$ cat config.mk
export PLATFORM = sky130hd
export DESIGN_NAME = rk8e_dma_break
export DESIGN_NICKNAME = d
export VERILOG_FILES = /design/src/rtl/rk8e_dma_break.sv
export SDC_FILE = /design/constraint.sdc
export NUM_CORES = 1
export LEC_CHECK = 0
export ABC_AREA = 0
export CORE_MARGIN = 2
export CORE_UTILIZATION = 44
export CTS_BUF_LIST = sky130_fd_sc_hd__clkbuf_16
export DETAILED_ROUTE_END_ITERATION = 12
export GPL_TIMING_DRIVEN = 1
export PLACE_DENSITY = 0.89
export SYNTH_ARGS = -nofsm -noshare
export SYNTH_HDL_FRONTEND = slang
export SYNTH_SLANG_ARGS = --single-unit
export TNS_END_PERCENT = 20
$ cat constraint.sdc
create_clock -name clk -period 1.94 [get_ports clk]
set_input_delay 0.485 -clock clk [delete_from_list [all_inputs] [get_ports clk]]
set_output_delay 0.485 -clock clk [all_outputs]
set_load 0.1 [all_outputs]
$ cat src/rtl/rk8e_dma_break.sv
// rk8e_dma_break - data-break (DMA) arbiter between the RK8E disk engine and
// PDP-8 core memory.
//
// The disk engine asks for one word at a time. The request waits for a free
// CPU memory slot, runs a single memory cycle, and then completes with a
// one-cycle grant. A burst limit makes sure the CPU still gets memory
// cycles while a whole sector is being moved.
//
// Optional feature macro: RK8E_DMA_TIMEOUT_EN
//   defined   - a watchdog counts ARB cycles without cpu_slot. When it
//               expires, the request ends with dma_err set and a grant, and
//               no memory access is made.
//   undefined - ARB waits for a CPU slot indefinitely.
//
// Parameters:
//   MEM_LAT   cycles from mem_re to valid mem_rdata (1..7)
//   BURST_MAX consecutive breaks allowed before one CPU slot is yielded (1..15)
//   TMO_CYC   watchdog limit in cycles (1..255, timeout build only)
//
// Ports:
//   clk, reset         clock, synchronous active-high reset
//   clear              IOCLR, same effect as reset
//   dma_req/rd/wr      one-word request and its direction
//   dma_addr/dma_dout  15-bit field+word address, write data
//   dma_din            read data returned to the disk (held until next read)
//   dma_gnt            one-cycle completion pulse
//   cpu_slot           CPU is not using memory this cycle
//   break_act          break owns memory, CPU must stall
//   mem_*              core memory interface
//   dma_err            sticky illegal-request / timeout flag
//   brk_count          completed-break counter, wraps 7777 -> 0000
//
// State | Meaning
// ------+--------------------------------------------------------------
// IDLE  | no request in progress, waiting for dma_req
// ARB   | request latched, waiting for a CPU slot (or burst yield)
// MEM   | memory cycle running: mem_we for 1 cycle or mem_re for MEM_LAT
// ACK   | grant pulse, counters advance
// ERRACK| grant pulse for an illegal (or timed-out) request, no memory use

module rk8e_dma_break #(
    parameter int MEM_LAT   = 1,
    parameter int BURST_MAX = 4,
    parameter int TMO_CYC   = 255
) (
    input  logic        clk,
    input  logic        reset,
    input  logic        clear,
    input  logic        dma_req,
    input  logic        dma_rd,
    input  logic        dma_wr,
    input  logic [0:14] dma_addr,
    input  logic [0:11] dma_dout,
    output logic [0:11] dma_din,
    output logic        dma_gnt,
    input  logic        cpu_slot,
    output logic        break_act,
    output logic [0:14] mem_addr,
    output logic [0:11] mem_wdata,
    output logic        mem_we,
    output logic        mem_re,
    input  logic [0:11] mem_rdata,
    output logic        dma_err,
    output logic [0:11] brk_count
);

    generate
        if (MEM_LAT < 1 || MEM_LAT > 7) begin : g_bad_lat
            $error("rk8e_dma_break: MEM_LAT must be 1..7");
        end
        if (BURST_MAX < 1 || BURST_MAX > 15) begin : g_bad_burst
            $error("rk8e_dma_break: BURST_MAX must be 1..15");
        end
        if (TMO_CYC < 1 || TMO_CYC > 255) begin : g_bad_tmo
            $error("rk8e_dma_break: TMO_CYC must be 1..255");
        end
    endgenerate

    localparam logic [2:0] LAT_LOAD  = 3'(MEM_LAT - 1);
    localparam logic [3:0] BURST_LIM = 4'(BURST_MAX);

    typedef enum logic [2:0] {
        S_IDLE,
        S_ARB,
        S_MEM,
        S_ACK,
        S_ERRACK
    } state_t;

    state_t      state_q;
    state_t      state_d;

    logic        abort;
    logic        req_ok;
    logic        req_bad;
    logic        burst_full;
    logic        lat_done;

    logic        is_rd_q;
    logic [0:14] addr_q;
    logic [0:11] data_q;
    logic [2:0]  lat_cnt_q;
    logic [3:0]  burst_q;
    logic [0:11] brk_q;
    logic [0:11] din_q;
    logic        err_q;

    assign abort      = reset | clear;
    assign req_ok     = dma_req & (dma_rd ^ dma_wr);
    assign req_bad    = dma_req & ~(dma_rd ^ dma_wr);
    assign burst_full = (burst_q >= BURST_LIM);
    assign lat_done   = (lat_cnt_q == 3'd0);

`ifdef RK8E_DMA_TIMEOUT_EN
    logic [7:0] tmo_q;
    logic       tmo_hit;

    // Down-counter loaded in IDLE; expires on the TMO_CYC-th slotless ARB cycle.
    assign tmo_hit = (state_q == S_ARB) && !cpu_slot && (tmo_q <= 8'd1);

    always_ff @(posedge clk) begin
        if (abort) begin
            tmo_q <= 8'(TMO_CYC);
        end else if (state_q == S_IDLE) begin
            tmo_q <= 8'(TMO_CYC);
        end else if (state_q == S_ARB && !cpu_slot && tmo_q != 8'd0) begin
            tmo_q <= tmo_q - 8'd1;
        end
    end
`else
    logic tmo_hit;
    assign tmo_hit = 1'b0;
`endif

    // State register
    always_ff @(posedge clk) begin
        if (abort) begin
            state_q <= S_IDLE;
        end else begin
            state_q <= state_d;
        end
    end

    // Next-state logic
    always_comb begin
        state_d = state_q;
        case (state_q)
            S_IDLE: begin
                if (req_ok) begin
                    state_d = S_ARB;
                end else if (req_bad) begin
                    state_d = S_ERRACK;
                end
            end
            S_ARB: begin
                // A slot seen with the burst counter full is given to the CPU.
                if (cpu_slot && !burst_full) begin
                    state_d = S_MEM;
                end else if (tmo_hit) begin
                    state_d = S_ERRACK;
                end
            end
            S_MEM: begin
                if (!is_rd_q || lat_done) begin
                    state_d = S_ACK;
                end
            end
            S_ACK:    state_d = S_IDLE;
            S_ERRACK: state_d = S_IDLE;
            default:  state_d = S_IDLE;
        endcase
    end

    // Datapath registers
    always_ff @(posedge clk) begin
        if (abort) begin
            is_rd_q   <= 1'b0;
            addr_q    <= '0;
            data_q    <= '0;
            lat_cnt_q <= '0;
            burst_q   <= '0;
            brk_q     <= '0;
            din_q     <= '0;
            err_q     <= 1'b0;
        end else begin
            if ((state_q == S_IDLE && req_bad) || tmo_hit) begin
                err_q <= 1'b1;
            end
            case (state_q)
                S_IDLE: begin
                    if (req_ok) begin
                        is_rd_q <= dma_rd;
                        addr_q  <= dma_addr;
                        data_q  <= dma_dout;
                    end
                    if (!dma_req) begin
                        burst_q <= '0;
                    end
                end
                S_ARB: begin
                    lat_cnt_q <= LAT_LOAD;
                    if (cpu_slot && burst_full) begin
                        burst_q <= '0;
                    end
                end
                S_MEM: begin
                    if (is_rd_q) begin
                        lat_cnt_q <= lat_cnt_q - 3'd1;
                        if (lat_done) begin
                            din_q <= mem_rdata;
                        end
                    end
                end
                S_ACK: begin
                    brk_q <= brk_q + 12'd1;
                    if (!burst_full) begin
                        burst_q <= burst_q + 4'd1;
                    end
                end
                default: ;
            endcase
        end
    end

    // Outputs. Strobes and grant are suppressed in the reset/clear cycle so
    // an aborted transfer never touches memory on the way out.
    always_comb begin
        break_act = 1'b0;
        dma_gnt   = 1'b0;
        mem_addr  = '0;
        mem_wdata = '0;
        mem_we    = 1'b0;
        mem_re    = 1'b0;
        case (state_q)
            S_MEM: begin
                break_act = 1'b1;
                mem_addr  = addr_q;
                if (is_rd_q) begin
                    mem_re = ~abort;
                end else begin
                    mem_we    = ~abort;
                    mem_wdata = data_q;
                end
            end
            S_ACK: begin
                break_act = 1'b1;
                dma_gnt   = ~abort;
            end
            S_ERRACK: begin
                dma_gnt = ~abort;
            end
            default: ;
        endcase
    end

    assign dma_din   = din_q;
    assign dma_err   = err_q;
    assign brk_count = brk_q;

endmodule

; ---- Word-level counts from Yosys, hierarchy flattened
; Cells that the tools add are included.
[classes]
n_mux = 20
n_bitwise = 6
reduce_logical = 17
n_eq_ne = 11
add_sub_neg = 3
magnitude_cmp = 1
[ops]
columns = cell, n
row1 = $mux 12, 2
row2 = $mux 15, 1
row3 = $mux 3, 5
row4 = $add 12x1->12 const B, 1
row5 = $mux 4, 3
row6 = $ne 2x2->1 const B, 6
row7 = $pmux 4 s3, 1
row8 = $pmux 3 s3, 1
row9 = $eq 3x2->1 const B, 2
row10 = $logic_not 3->1, 2
row11 = $mux 1, 6
row12 = $pmux 3 s2, 1
row13 = $reduce_and 3->1, 2
row14 = $add 4x1->4 const B, 1
row15 = $ge 4x3->1 const B, 1
row16 = $reduce_and 2->1, 2
row17 = $reduce_and 4->1, 1
row18 = $reduce_or 2->1, 2
row19 = $eq 3x1->1 const B, 1
row20 = $eq 3x3->1 const B, 1
row21 = $logic_and 1x1->1, 3
row22 = $ne 3x3->1 const B, 1
row23 = $reduce_bool 3->1, 1
row24 = $sub 3x1->3 const B, 1
row25 = 7 further kinds, 10
[word_totals]
elab_cells = 67
out_inout_bits = 56
reg_bits = 63
in_bits = 46

; ---- Depth between registers and ports, before layout
; Gate-level depths: netlist (run 1).
[depth]
word_depth = 6
depth_mapped = 7
depth_no_buf = 6

; ---- Worst setup path before layout (run 1)
; No wires, ideal clock.
[synth_path]
path_type = input-to-output
startpoint = in clear
endpoint = out mem_we
path_stages = 4
slack_ns = -1.742
t_arrival_ns = 3.197
cell_sequence = or2_2 -> clkbuf_1 -> buf_1 -> nor3_1
[synth_between]
elab_chain_len = 4
[synth_lines]
columns = element, line_no
row1 = start: declaration, 48  ; input logic clear,
row2 = $or 1x1->1, 108  ; assign abort = reset | clear;
row3 = $not 1->1, 241  ; mem_we = ~abort;
row4 = $mux 1, 238  ; if (is_rd_q) begin
row5 = $mux 1, 234  ; case (state_q)
row6 = end: declaration, 60  ; output logic mem_we,
; No other way between the ends.

; ---- Final worst setup path (run 1)
[layout_path]
startpoint = reg state_q[2]
endpoint = out mem_wdata[8] (netlist name)
[layout_between]
elab_chain_len = 2
[layout_lines]
columns = element, line_no
row1 = start: declaration, 90  ; state_t state_q;
row2 = start signal: assignment, 140  ; state_q <= state_d;
row3 = $eq 3x2->1, 234
row4 = $mux 12, 234
row5 = end: declaration, 59  ; output logic [0:11] mem_wdata,
; No other way between the ends.

==> results of run 1 <==
-- area by class of cell --
cell class              instances  area [sq um]  share of cell area
clock buffers                   9         225.2             0.04573
well taps                      77         96.34             0.01956
flip-flops and latches         63          1265              0.2569
repair buffers                120          1754              0.3562
multi-input cells             261          1518              0.3082
clock inverters                 6         55.05             0.01118
inverters                       3         11.26            0.002287
-- per-layer routing --
metal / up-vias / global-route usage
met4: 0 / 0.07918
met2: 106 / 0.4320
met3: 11 / 0.06231
met1: 1352 / 0.2685
met5: - / 0
li1: 1376 / -
-- worst min-delay path: cells and delay by family, from the launching register on --
family          cells  cell delay [ps]
compound gates      1               50
flops               1              300
simple gates        1               50
-- synthesized netlist by cell type (3+ instances only) --
cell type | n | area (sq um)
nand3_1 | 7 | 35.03
a21oi_1 | 49 | 245.2
o21ai_0 | 3 | 15.01
nor2_1 | 21 | 78.83
nor3_1 | 8 | 40.04
xor2_1 | 6 | 52.55
nand2_1 | 89 | 334.1
dfxtp_1 | 63 | 1261
and2_1 | 27 | 168.9
mux2i_1 | 4 | 40.04
nor2b_1 | 3 | 18.77
buf_2 | 5 | 25.02
xnor2_1 | 5 | 43.79
buf_6 | 3 | 33.78
clkbuf_1 | 11 | 41.29
and3_1 | 4 | 25.02
ha_1 | 4 | 50.05
or3_1 | 3 | 18.77
inv_1 | 3 | 11.26
-- worst paths after layout --
kind | to | slack (ps)
min | data_q[6] | 450
max | mem_wdata[8] | -200
max reg2reg | data_q[1] | 230
min reg2reg | data_q[6] | 450
-- state kept, by name (all words and copies together), names as in the netlist --
| register | flops |
|---|---|
| addr_q | 15 |
| brk_count | 12 |
| burst_q | 4 |
| data_q | 12 |
| dma_din | 12 |
| dma_err | 1 |
| is_rd_q | 1 |
| lat_cnt_q | 3 |
| state_q | 3 |
-- kinds of logic after synthesis --
kind of cell | after synthesis
AND/OR/NAND/NOR | 183
AO/OA/AOI/OAI | 57
multiplexers | 5
XOR/XNOR | 11
buffers and inverters | 23
flip-flops | 63
adder cells (fa/ha/maj) | 4
-- timing repair --
| action | CTS | global route |
|---|---|---|
| endpoints found under the setup margin | 30 | 30 |
| hold buffers | 0 | 0 |
| cloned | 1 | 0 |
| gates resized for setup | 10 | 2 |
| pin swaps | 2 | 1 |
-- per-stage QoR --
step / hold slack (ps) / power (mW) / area (sq um) / utilization
CTS: 451.3 / 3.173 / 4918 / 0.7881
floorplan: 430.4 / 1.501 / 2917 / -
global placement: 437.3 / 1.651 / 4601 / 0.7372
detailed placement: 444.6 / 1.660 / 4601 / 0.7372
finish: 447.7 / 3.163 / 4925 / 0.7891
global route: 469.4 / 3.277 / 4925 / 0.7891
-- power by group through the flow --
stage	sequential (mW)	clock (mW)	combinational, mW
global route	1.33	1.61	0.339
global placement	1.35	0	0.301
CTS	1.33	1.53	0.315
floorplan	1.36	0	0.146
finish	1.33	1.52	0.316
detailed placement	1.35	0	0.309
==> results.sh, run 1 <==
export IMPL_p_int_mw=2.453
export IMPL_cts_tree="yes"
export IMPL_grt_pass1_wl_um=13370
export IMPL_critical_path_buf_inv_count=1
export IMPL_fp_dieH_um=83.62
export IMPL_worst_pin_slew_ps=450.4
export IMPL_numPortBuffers=101
export IMPL_wl_met3_um=410
export IMPL_dp_slack_ps=-193.9
export IMPL_diodes=0
export IMPL_ios=102
export IMPL_setup_worst_path_start="state_q[2]"
export IMPL_synth_edf_count=0
export IMPL_relSlewSlack=0.6989
export IMPL_clock_sinks=63
export IMPL_max_freq_mhz=467.1
export IMPL_synth_ff_type="dfxtp_1"
export IMPL_synthMuxAreaShare=0.01839
export IMPL_pwr_density_cell_nw_per_um2=642.2
export IMPL_synth_xor_area_frac=0.03454
export IMPL_layout_drive_gt1_share=0.2771
export IMPL_setup_tns_ps=-4550
export IMPL_hold_class="register to register"
export IMPL_synth_seq_area_share=0.4522
export IMPL_synth_area_sq_um=2789
export IMPL_critPathKind="register to output port"
export IMPL_fin_nets=508
export IMPL_drv_cap=0
export IMPL_first_pass_iters=4
export IMPL_switching_share=0.2245
export IMPL_ir_drop_mv=0.5449
export IMPL_outcome="complete, but fails checks"
export IMPL_crit_family="simple AND/OR/NAND/NOR gates"
export IMPL_wl_per_cell_um=15.15
export IMPL_clkTransAtPathRegs_ps=50
export IMPL_num_rows=29
export IMPL_slowest_stage="or3b_4"
export IMPL_globalRouteOverflowTotal=0
export IMPL_post_place_cells=523
export IMPL_worstHoldPathCells=2
export IMPL_p_clk_frac=0.481
export IMPL_finalCritPeriodShare=1.104
export IMPL_r2r_cells=6
export IMPL_routed_top_layer="met4"
export IMPL_ant_nets=0
export IMPL_synthArstFlopShare=0
export IMPL_clockBufferDepth=2
export IMPL_synthSimpleGateAreaFrac=0.3275
export IMPL_routed_wirelength_um=8165
export IMPL_vias=2845
export IMPL_seq_power_share=0.419
export IMPL_grt_pass1_vias=2819
export IMPL_synth_compound_area_frac=0.1081
export IMPL_violations="negative setup slack"
export IMPL_required_ps=1450
export IMPL_rsz0062_at_grt="true"
export IMPL_via_per_inst=5.278
export IMPL_syn_nets=396
export IMPL_cp_arrival_ps=1660
export IMPL_antenna_found_initial=0
export IMPL_cp_end_kind="output port"
export IMPL_maxSlewViolCount=0
export IMPL_dieArea_sq_um=6991
export IMPL_track_usage=0.2377
export IMPL_fin_skew_ps=5.425
export IMPL_switchingPower_uw=710.1
export IMPL_synth_adder_area_share=0.01795
export IMPL_fin_ws_ps=-201.0
export IMPL_synth_seq_cells=63
export IMPL_path_depth=4
export IMPL_rr_startpoint="state_q[0]"
export IMPL_grt_max_degree=32
export IMPL_post_route_min_period_ps=2141
export IMPL_ys_warnings_count=0
export IMPL_gp_congestion=0.7882
export IMPL_path_cells="or3b_4 -> nor2_4 -> and2_2 -> buf_12"
export IMPL_worstSkewPairLatency_ps=320
export IMPL_avgSynthCellArea_sq_um=8.060
export IMPL_final_common_cell="nand2_1"
export IMPL_min_from="data_q[6]"
export IMPL_stdcell_count=539
export IMPL_areaGrowthSynthToFinish_pct=76.58
export IMPL_dr_wl_met2_um=4353
export IMPL_postCtsSetupBuffers=0
export IMPL_fillers=388
export IMPL_final_cell_mix="89 x nand2_1, 60 x dfxtp_1, 59 x buf_12, 48 x a21oi_1, 44 x clkdlybuf4s50_1"
export IMPL_htreeDepth=3
export IMPL_wl_met1_um=3261
export IMPL_synth_top_family_by_area="simple AND/OR/NAND/NOR gates"
export IMPL_dp_hpwl_um=5670
export IMPL_p_leak_nw=1.825
export IMPL_die_w_um=83.62
export IMPL_hold_viol_final=0
export IMPL_synth_cell_types=43
export IMPL_syn_inst=346
export IMPL_drtIter0Drc=147
export IMPL_crit_fanout=6
export IMPL_drc_errors=0
export IMPL_setup_violations_final=30
export IMPL_numCtsBuffers=9
export IMPL_core_sq_um=6241
export IMPL_start_kind="register"
export IMPL_initial_core_util=0.4469
export IMPL_p_comb_frac=0.100
export IMPL_slowest_delay_ps=430
export IMPL_cts_root_buffer="clkbuf_16"
Power figures use the tool's default switching activity.
==> run 2: changes to the inputs <==
--- a/config.mk
+++ b/config.mk
@@ -9,6 +9,7 @@
 export CORE_MARGIN = 2
 export CORE_UTILIZATION = 44
 export CTS_BUF_LIST = sky130_fd_sc_hd__clkbuf_16
+export CTS_CLUSTER_DIAMETER = 100
 export DETAILED_ROUTE_END_ITERATION = 12
 export GPL_TIMING_DRIVEN = 1
 export PLACE_DENSITY = 0.89
==> results of run 2 <==
Final layout, timing and power as in run 1 (identical DEF).
